## config.mk

```make
export PLATFORM = sky130hd
export DESIGN_NAME = bitrev_ctrl
export DESIGN_NICKNAME = d
export VERILOG_FILES = /design/src/rtl/bitrev_ctrl_pkg.sv /design/src/rtl/bitrev_ctrl.sv
export SDC_FILE = /design/constraint.sdc
export NUM_CORES = 1
export LEC_CHECK = 0
export ABC_AREA = 0
export BUFFER_PORTS_ARGS = -buffer_cell sky130_fd_sc_hd__clkbuf_2
export CORE_MARGIN = 8
export CORE_UTILIZATION = 40
export DETAILED_ROUTE_END_ITERATION = 8
export SYNTH_ARGS = -nofsm -noshare
export SYNTH_HDL_FRONTEND = slang
export SYNTH_SLANG_ARGS = --single-unit
```

## constraint.sdc

```tcl
create_clock -name i_clk -period 4.7 [get_ports i_clk]
set_input_delay 0.94 -clock i_clk [delete_from_list [all_inputs] [get_ports i_clk]]
set_output_delay 0.94 -clock i_clk [all_outputs]
set_load 0.05 [all_outputs]
```

## src/rtl/bitrev_ctrl_pkg.sv

```systemverilog
`default_nettype none
// ----------------------------------------------------------------------------
// bitrev_ctrl_pkg : state encoding and frame-length helper for bitrev_ctrl
// Revision: 1.0
// ----------------------------------------------------------------------------
package bitrev_ctrl_pkg;

  localparam logic [1:0] IDLE  = 2'd0;
  localparam logic [1:0] FILL  = 2'd1;
  localparam logic [1:0] RUN   = 2'd2;
  localparam logic [1:0] DRAIN = 2'd3;

  // One frame is 2^(LGSIZE-1) clock-enables, each carrying a sample pair.
  function automatic int frame_len(input int lgsize);
    return 1 << (lgsize - 1);
  endfunction

endpackage
`default_nettype wire

```

## src/rtl/bitrev_ctrl.sv

```systemverilog
`default_nettype none
// ----------------------------------------------------------------------------
// bitrev_ctrl : valid/ready sequencer driving the bit-reversal buffer ce/reset
// Revision: 1.0
// ----------------------------------------------------------------------------
module bitrev_ctrl
  import bitrev_ctrl_pkg::*;
#(
  parameter int LGSIZE = 5
) (
  input  logic i_clk,
  input  logic i_reset_n,
  input  logic i_s_valid,
  output logic o_s_ready,
  input  logic i_flush,
  input  logic i_m_ready,
  output logic o_m_valid,
  output logic o_m_first,
  output logic o_m_last,
  output logic o_br_ce,
  output logic o_br_reset,
  output logic o_zero_in,
  input  logic i_br_sync,
  output logic o_sync_err,
  output logic o_busy
);

  localparam int N  = frame_len(LGSIZE);
  localparam int CW = LGSIZE - 1;

  logic [1:0]        state, state_nx;
  logic [CW-1:0]     in_cnt, in_cnt_nx, out_cnt;
  logic [LGSIZE-1:0] drain_cnt, drain_init;
  logic              m_valid, primed, br_reset, sync_err;
  logic              out_free, out_hs, ce, s_ready, zero_in;
  logic              flush_go, drain_done;

  assign out_free   = !m_valid || i_m_ready;
  assign out_hs     = m_valid && i_m_ready;
  assign flush_go   = i_flush && ((state == FILL) || (state == RUN));
  assign drain_done = (state == DRAIN) && (drain_cnt == '0) && out_free;
  assign in_cnt_nx  = ce ? in_cnt + 1'b1 : in_cnt;

  // 2N equals 2^LGSIZE, so modular negation of in_cnt yields 2N - in_cnt.
  assign drain_init = (in_cnt_nx == '0) ? LGSIZE'(N)
                                        : LGSIZE'(0) - {1'b0, in_cnt_nx};

  // Acceptance is held off while the buffer is in its synchronous reset.
  always_comb begin
    s_ready = 1'b0;
    ce      = 1'b0;
    zero_in = 1'b0;
    case (state)
      IDLE, FILL: begin
        s_ready = !br_reset;
        ce      = i_s_valid && !br_reset;
      end
      RUN: begin
        s_ready = out_free;
        ce      = i_s_valid && out_free;
      end
      DRAIN: begin
        zero_in = 1'b1;
        ce      = out_free && (drain_cnt != '0);
      end
      default: ;
    endcase
  end

  always_comb begin
    state_nx = state;
    case (state)
      IDLE:  if (ce) state_nx = FILL;
      FILL: begin
        if (flush_go)                 state_nx = DRAIN;
        else if (ce && in_cnt == '1)  state_nx = RUN;
      end
      RUN:   if (flush_go)   state_nx = DRAIN;
      DRAIN: if (drain_done) state_nx = IDLE;
      default: state_nx = IDLE;
    endcase
  end

  always_ff @(posedge i_clk or negedge i_reset_n) begin
    if (!i_reset_n) begin
      state     <= IDLE;
      in_cnt    <= '0;
      out_cnt   <= '0;
      drain_cnt <= '0;
      m_valid   <= 1'b0;
      primed    <= 1'b0;
      br_reset  <= 1'b1;
      sync_err  <= 1'b0;
    end else begin
      state  <= state_nx;
      in_cnt <= in_cnt_nx;
      if (out_hs)
        out_cnt <= out_cnt + 1'b1;
      if (flush_go)
        drain_cnt <= drain_init;
      else if ((state == DRAIN) && ce)
        drain_cnt <= drain_cnt - 1'b1;
      // primed: the buffer holds one complete frame, so each ce yields output
      if (ce && (in_cnt == '1))
        primed <= 1'b1;
      else if (drain_done)
        primed <= 1'b0;
      if (ce && primed)
        m_valid <= 1'b1;
      else if (out_hs)
        m_valid <= 1'b0;
      br_reset <= drain_done;
      if (m_valid && (i_br_sync != (out_cnt == '0)))
        sync_err <= 1'b1;
    end
  end

  assign o_s_ready  = s_ready;
  assign o_br_ce    = ce;
  assign o_zero_in  = zero_in;
  assign o_m_valid  = m_valid;
  assign o_m_first  = m_valid && (out_cnt == '0);
  assign o_m_last   = m_valid && (out_cnt == '1);
  assign o_br_reset = br_reset;
  assign o_sync_err = sync_err;
  assign o_busy     = (state != IDLE);

endmodule
`default_nettype wire
```

==> metrics.yaml, run 1 <==
status: "finished, final reports clean"
yosys-top-cells-count: "dfrtp_1, inv_1, ha_1, nand2_1, xnor2_1"
io_pins: 15
slew_headroom_pct: 63.6
critPathKind: "flip-flop to output pin"
slowest_stage: "ha_1"
start_util_pct: 42.1
clk_pin_slew_ns: 0.10
endpoint_kind: "output pin"
hold_depth: 1
grt_max_degree: 20
startpoint_type: "flip-flop"
globalplace.congestion: 0.868
period_needed_ns: 3.14
grt_pass1_wl_um: 3920
antenna-diode-count: 0
slowest_delay_ns: 0.46
ctsResizeCount: 0
clock_skew_ns: 0.00954
multi_input_area_um2: 627
rows: 19
min_path_type: "flip-flop to flip-flop"
routed_wl_um: 2130
drt_pass1_iterations: 4
hold_violations: 0
worstMarginPinSlew_ns: 0.547
htree_levels: 1
finalCoreUtilization_pct: 46.6
wl_per_cell_um: 12.8
synthFlopType: "dfrtp_1"
post-route-period-util_pct: 66.9
final_antenna_net_count: 0
synth_cells: 119
grt_overflow: 0
drt_iter0_drc: 36
port_buffers: 14
yosysSeqAreaShare_pct: 40.7
clock-sinks: 19
grt_usage_pct: 9.46
whs_ns: 0.465
fmax_ghz: 0.318
synthTopCellsByArea: "dfrtp_1, ha_1, xnor2_1, inv_1, nor4b_4"
slew_violations: 0
avgSynthCellArea_um2: 9.84
synthArstFlopShare_pct: 100
maxCapViolations: 0
register_area_um2: 477
crit_arrival_ns: 2.20
synth.largest_area_cell: "dfrtp_1"
rsz0062_at_grt: "no"
setup_viol: 0
synth_most_common_cell: "dfrtp_1"
die-area_um2: 4920
cp_cell_sequence: "ha_1 -> a21oi_1 -> a211oi_4 -> nor2_1 -> inv_1 -> clkbuf_2"
numCtsBuffers: 3
holdBufCountCts: 0
drcViolationCount: 0
cts_buffer_depth: 2
antenna_found_initial: 0
synth_area_um2: 1170
ys_types: 35
yosys.area.top_type_share_pct: 38.5
finalNetCount: 152
finalSetupTns_ns: 0
syn_to_final_growth_pct: 10.7
viasPerCell: 5.33
post-cts-setup-buffers: 0
yosys_warnings: 0
synth_fp_nets: 135
grt_pass1_vias: 913
core_um2: 2780
die_x_um: 70.1
drive_gt1_share_pct: 19.3
root_buffer: "clkbuf_4"
nFillCells: 273
synth_edf_count: 0
vias: 884
cp_data_required_time_ns: 3.76
clk_latency_ns: 0.29
post-dp-hpwl_um: 1730
worst_r2r_path_depth: 11
dieHeight_um: 70.1
synth_seq_cells: 19
cp_max_fo: 10
cts_tree: "yes"
layout by cell type (no fill, tap or decap), types with 2 or more instances in the layout:
cell type	n
a21oi_1	4
a22oi_1	2
clkbuf_2	14
clkbuf_4	3
dfrtp_1	18
ha_1	10
inv_1	15
mux2_2	2
nand2_1	10
nand3_1	5
nand4_1	2
nor2_1	8
nor4b_4	2
o21ai_0	4
o21ai_1	4
o22ai_1	2
xnor2_1	9
xor2_1	3
worst paths after layout:
path	from	endpoint	slack, ns
max	state[1]$_DFFE_PN0P_	o_br_ce	1.56
min	o_sync_err$_DFFE_PN0P_	o_sync_err$_DFFE_PN0P_	0.46
max reg2reg	state[1]$_DFFE_PN0P_	drain_cnt[0]$_DFFE_PN0P_	2.00
min reg2reg	o_sync_err$_DFFE_PN0P_	o_sync_err$_DFFE_PN0P_	0.46
max in group asynchronous	i_reset_n	o_br_reset$_DFF_PN1_	3.78
min in group asynchronous	i_reset_n	drain_cnt[1]$_DFFE_PN0P_	0.58
metrics by stage:
stage	setup slack, ns	cells	area, um2
2_1_floorplan	1.66	119	1170
3_3_place_gp	1.77	162	1270
3_5_place_dp	1.73	162	1270
4_1_cts	1.52	166	1300
5_1_grt	1.31	166	1300
6_report	1.56	166	1300
critical path, delay by kind of cell, from the launching register on:
kind / cells / cell delay (ns)
compound gates: 2 / 0.47
buf+inv: 2 / 0.43
simple gates: 1 / 0.15
fa+ha+maj: 1 / 0.46
flops: 1 / 0.42
routing by layer:
metal  global-route usage, %  part of all wire [%]  vias to the layer above
li1                        -                     -                      444
met1                    10.3                    44                      419
met2                    16.3                    50                       19
met3                    3.95                   5.9                        2
met4                    2.68                  0.94                        0
met5                       0                     0                        -
kinds of logic (layout without fill, tap and decap cells):
family	after synthesis	count (layout)	synth area share [%]
compound gates	25	25	15.0
flops	19	19	40.7
buf+inv	17	33	5.77
simple gates	34	34	17.0
mux	2	2	1.92
xor+xnor	12	12	8.98
fa+ha+maj	10	10	10.7
layout make-up:
class / instances / share of cell area [%]
multi-input combinational: 83 / 48.4
clock inverter: 1 / 0.386
inverter: 15 / 4.34
timing repair buffer: 14 / 5.41
tap: 31 / 2.99
sequential: 19 / 36.8
clock buffer: 3 / 1.74
state kept, by name, indices dropped and copies added, names as in the netlist:
register,flops
drain_cnt,5
in_cnt,4
o_br_reset,1
o_m_valid,1
o_sync_err,1
out_cnt,4
primed,1
state,2
Power of run 1 is not shown: default switching activity piles up to over one toggle a cycle in this logic, so the estimate is an artifact.
==> inputs of run 2 (changes only) <==
- clock period: 4.7 -> 3.27 ns (I/O delays scaled with it)
==> run 2 against run 1 <==
Register-to-register slack lost 1.4 ns. Non-clock buffer count is the same. Worst setup slack lost 1.2 ns. Utilization is essentially flat. Flip-flop and latch count is the same. Hold slack lost 0.17 ns. First-iteration DRC count grew 14%. Clock skew shrank 0.0082 ns. Via count shrank 1.2%. Cell count is the same. Critical path type unchanged.
==> metrics.yaml, run 2 (synthesis results as in run 1) <==
finalSetupTns_ns: 0
finalNetCount: 152
crit_arrival_ns: 2.22
holdBufCountCts: 0
clk_latency_ns: 0.29
htree_levels: 1
cp_max_fo: 10
hold_violations: 0
post-dp-hpwl_um: 1780
antenna_found_initial: 0
grt_overflow: 0
post-route-period-util_pct: 88.0
rsz0062_at_grt: "no"
nFillCells: 269
die_x_um: 70.1
drcViolationCount: 0
critPathKind: "flip-flop to output pin"
endpoint_kind: "output pin"
drt_pass1_iterations: 4
final_antenna_net_count: 0
cts_buffer_depth: 2
syn_to_final_growth_pct: 10.6
fmax_ghz: 0.348
status: "finished, final reports clean"
viasPerCell: 5.26
clk_pin_slew_ns: 0.10
clock-sinks: 19
core_um2: 2780
slew_violations: 0
dieHeight_um: 70.1
multi_input_area_um2: 627
final_common_cell: "dfrtp_1"
port_buffers: 14
register_area_um2: 477
worstMarginPinSlew_ns: 0.530
vias: 873
grt_usage_pct: 9.27
min_path_type: "input port to async pin"
setup_viol: 0
post-cts-setup-buffers: 0
start_util_pct: 42.1
drt_iter0_drc: 41
rows: 19
top_register: "drain_cnt"
cp_data_required_time_ns: 2.62
die-area_um2: 4920
numCtsBuffers: 3
globalplace.congestion: 0.844
drive_gt1_share_pct: 18.5
routed_wl_um: 2290
antenna-diode-count: 0
wl_per_cell_um: 13.8
grt_max_degree: 20
largestRegisters: "drain_cnt (5), in_cnt (4), out_cnt (4)"
slew_headroom_pct: 64.7
startpoint_type: "flip-flop"
grt_pass1_vias: 852
grt_pass1_wl_um: 3760
clock_skew_ns: 0.00136
ctsResizeCount: 0
io_pins: 15
cts_tree: "yes"
root_buffer: "clkbuf_4"
maxCapViolations: 0
largest_reg_flops: 5
period_needed_ns: 2.88
final_cell_mix: "dfrtp_1, inv_1, clkbuf_2"
==> run 2: cell count changes in the layout (fill, tap and decap cells not counted) <==
cell      delta
clkbuf_1     +1
clkinv_2     -1
==> run 2: critical path: stages, from the launching register on <==
cell and delay (ns):
dfrtp_1 0.41, ha_1 0.45, a21oi_1 0.14, a211oi_4 0.32, nor2_1 0.15, inv_1 0.15, clkbuf_2 0.31
==> run 2: final timing paths <==
path / from / slack (ns) / cells after the start / endpoint
worst max-delay path: state[1]$_DFFE_PN0P_ / 0.39 / 6 / o_br_ce
worst min-delay path: i_reset_n / 0.30 / 1 / primed$_DFFE_PN0P_
worst max register to register: state[1]$_DFFE_PN0P_ / 0.56 / 12 / drain_cnt[3]$_DFFE_PN0P_
worst min register to register: o_sync_err$_DFFE_PN0P_ / 0.47 / 1 / o_sync_err$_DFFE_PN0P_
max in group asynchronous: i_reset_n / 2.62 / 1 / o_br_reset$_DFF_PN1_
min in group i_clk: o_sync_err$_DFFE_PN0P_ / 0.47 / 1 / o_sync_err$_DFFE_PN0P_
==> run 2: final cells by class <==
class,count,share of cell area [%]
clock buffers,4,2.03
inverters,15,4.35
multi-input cells,83,48.4
flip-flops and latches,19,36.8
well taps,31,3.00
repair buffers,14,5.41
==> run 2: layer usage <==
| metal | routed length [um] | track usage (%) | part of all wire [%] |
|---|---|---|---|
| met3 | 160 | 4.80 | 7.0 |
| met1 | 991 | 10.2 | 43 |
| met2 | 1110 | 14.9 | 48 |
| met5 | 0 | 0 | 0 |
| met4 | 31 | 3.35 | 1.4 |
==> run 2: through the flow <==
| stage | cell area, um2 | util, % | hold slack, ns | setup WS [ns] | instances |
|---|---|---|---|---|---|
| global route | 1290 | 46.6 | 0.320 | 0.216 | 166 |
| finish | 1290 | 46.6 | 0.300 | 0.393 | 166 |
| CTS | 1290 | 46.6 | 0.309 | 0.372 | 166 |
| detailed placement | 1270 | 45.6 | 0.450 | 0.571 | 162 |
| floorplan | 1170 | - | 0.358 | 0.229 | 119 |
| global placement | 1270 | 45.6 | 0.443 | 0.687 | 162 |
Power of run 2 is left out for the same reason.
==> inputs of run 3 (changes only) <==
- BUFFER_PORTS_ARGS: -buffer_cell sky130_fd_sc_hd__clkbuf_2 -> -buffer_cell sky130_fd_sc_hd__buf_4
==> run 3 against run 2 <==
Flip-flop and latch count did not move. Maximum frequency rose by 2.9%. Clock skew rose by 0.0015 ns. First-iteration DRC count fell by 29%. Critical path depth did not move. Utilization rose by 1.3 points. Die area did not move. Wire length rose by 3.5%. Design area rose by 2.7%.
==> metrics.yaml, run 3 (synthesis results as in run 1) <==
post-cts-setup-buffers: 0
core_um2: 2780
dieHeight_um: 70.1
critPathKind: "flip-flop to output pin"
min_path_type: "input port to async pin"
antenna-diode-count: 0
wl_per_cell_um: 14.3
period_needed_ns: 2.80
grt_pass1_wl_um: 4110
antenna_found_initial: 0
clock_skew_ns: 0.00285
clk_latency_ns: 0.30
slew_violations: 0
worstMarginPinSlew_ns: 0.494
final_common_cell: "dfrtp_1"
fmax_ghz: 0.358
final_cell_mix: "dfrtp_1, inv_1, buf_4"
top_register: "drain_cnt"
setup_viol: 0
finalSetupTns_ns: 0
cp_max_fo: 10
vias: 886
viasPerCell: 5.34
critPathLaunch: "state[1]$_DFFE_PN0P_"
drive_gt1_share_pct: 18.5
hold_violations: 0
whs_ns: 0.213
die_x_um: 70.1
setup_ws_ns: 0.474
largestRegisters: "drain_cnt (5), in_cnt (4), out_cnt (4)"
endpoint_kind: "output pin"
r2r_setup_slack_ns: 0.58
htree_levels: 1
cts_buffer_depth: 2
crit_arrival_ns: 2.14
post-dp-hpwl_um: 1820
holdBufCountCts: 0
finalNetCount: 152
rows: 19
final_antenna_net_count: 0
clock-sinks: 19
cp_data_required_time_ns: 2.62
drcViolationCount: 0
port_buffers: 14
drt_iter0_drc: 29
r2r_start: "state[1]$_DFFE_PN0P_"
routed_wl_um: 2370
maxCapViolations: 0
slew_headroom_pct: 67.1
rsz0062_at_grt: "no"
grt_usage_pct: 10.2
dpl_worst_slack_ns: 0.597
grt_max_degree: 20
numCtsBuffers: 3
start_util_pct: 42.1
nFillCells: 258
ctsResizeCount: 0
globalplace.congestion: 0.824
post-route-period-util_pct: 85.5
grt_pass1_vias: 932
syn_to_final_growth_pct: 13.6
clk_pin_slew_ns: 0.11
drt_pass1_iterations: 4
cts_tree: "yes"
largest_reg_flops: 5
startpoint_type: "flip-flop"
root_buffer: "clkbuf_4"
grt_overflow: 0
status: "finished, final reports clean"
io_pins: 15
die-area_um2: 4920
[run 3: cell count changes in the layout (fill, tap and decap cells not counted)]
cell	delta
buf_4	+14
clkbuf_2	-14
[run 3: per-stage QoR]
stage	utilization [%]	std cells	area [um2]
after floorplan	-	119	1170
after global placement	46.9	162	1300
after detailed placement	46.9	162	1300
after CTS	47.8	166	1330
after global routing	47.8	166	1330
final	47.8	166	1330
[run 3: final cells by class]
type / instances / area (um2) / area share, %
clock buffers: 4 / 26.3 / 1.98
multi-input cells: 83 / 627 / 47.1
well taps: 31 / 38.8 / 2.92
inverters: 15 / 56.3 / 4.23
repair buffers: 14 / 105 / 7.90
flip-flops and latches: 19 / 477 / 35.8
[run 3: worst max-delay path, stage by stage (launching register included)]
cell and delay (ns):
dfrtp_1 0.41, ha_1 0.45, a21oi_1 0.14, a211oi_4 0.32, nor2_1 0.15, inv_1 0.15
buf_4 0.22
[run 3: final timing paths]
check | end | depth (start not counted)
max in group asynchronous | o_br_reset$_DFF_PN1_ | 1
min in group i_clk | o_sync_err$_DFFE_PN0P_ | 1
worst min-delay path | drain_cnt[0]$_DFFE_PN0P_ | 1
worst max-delay path | o_br_ce | 6
worst min register to register | o_sync_err$_DFFE_PN0P_ | 1
worst max register to register | drain_cnt[3]$_DFFE_PN0P_ | 12
[run 3: routing by layer]
metal	part of all wire, %	track usage [%]
met3	6.6	4.80
met2	47	17.3
met1	45	11.0
met5	0	0
met4	1.2	3.35
Power of run 3 is left out for the same reason.
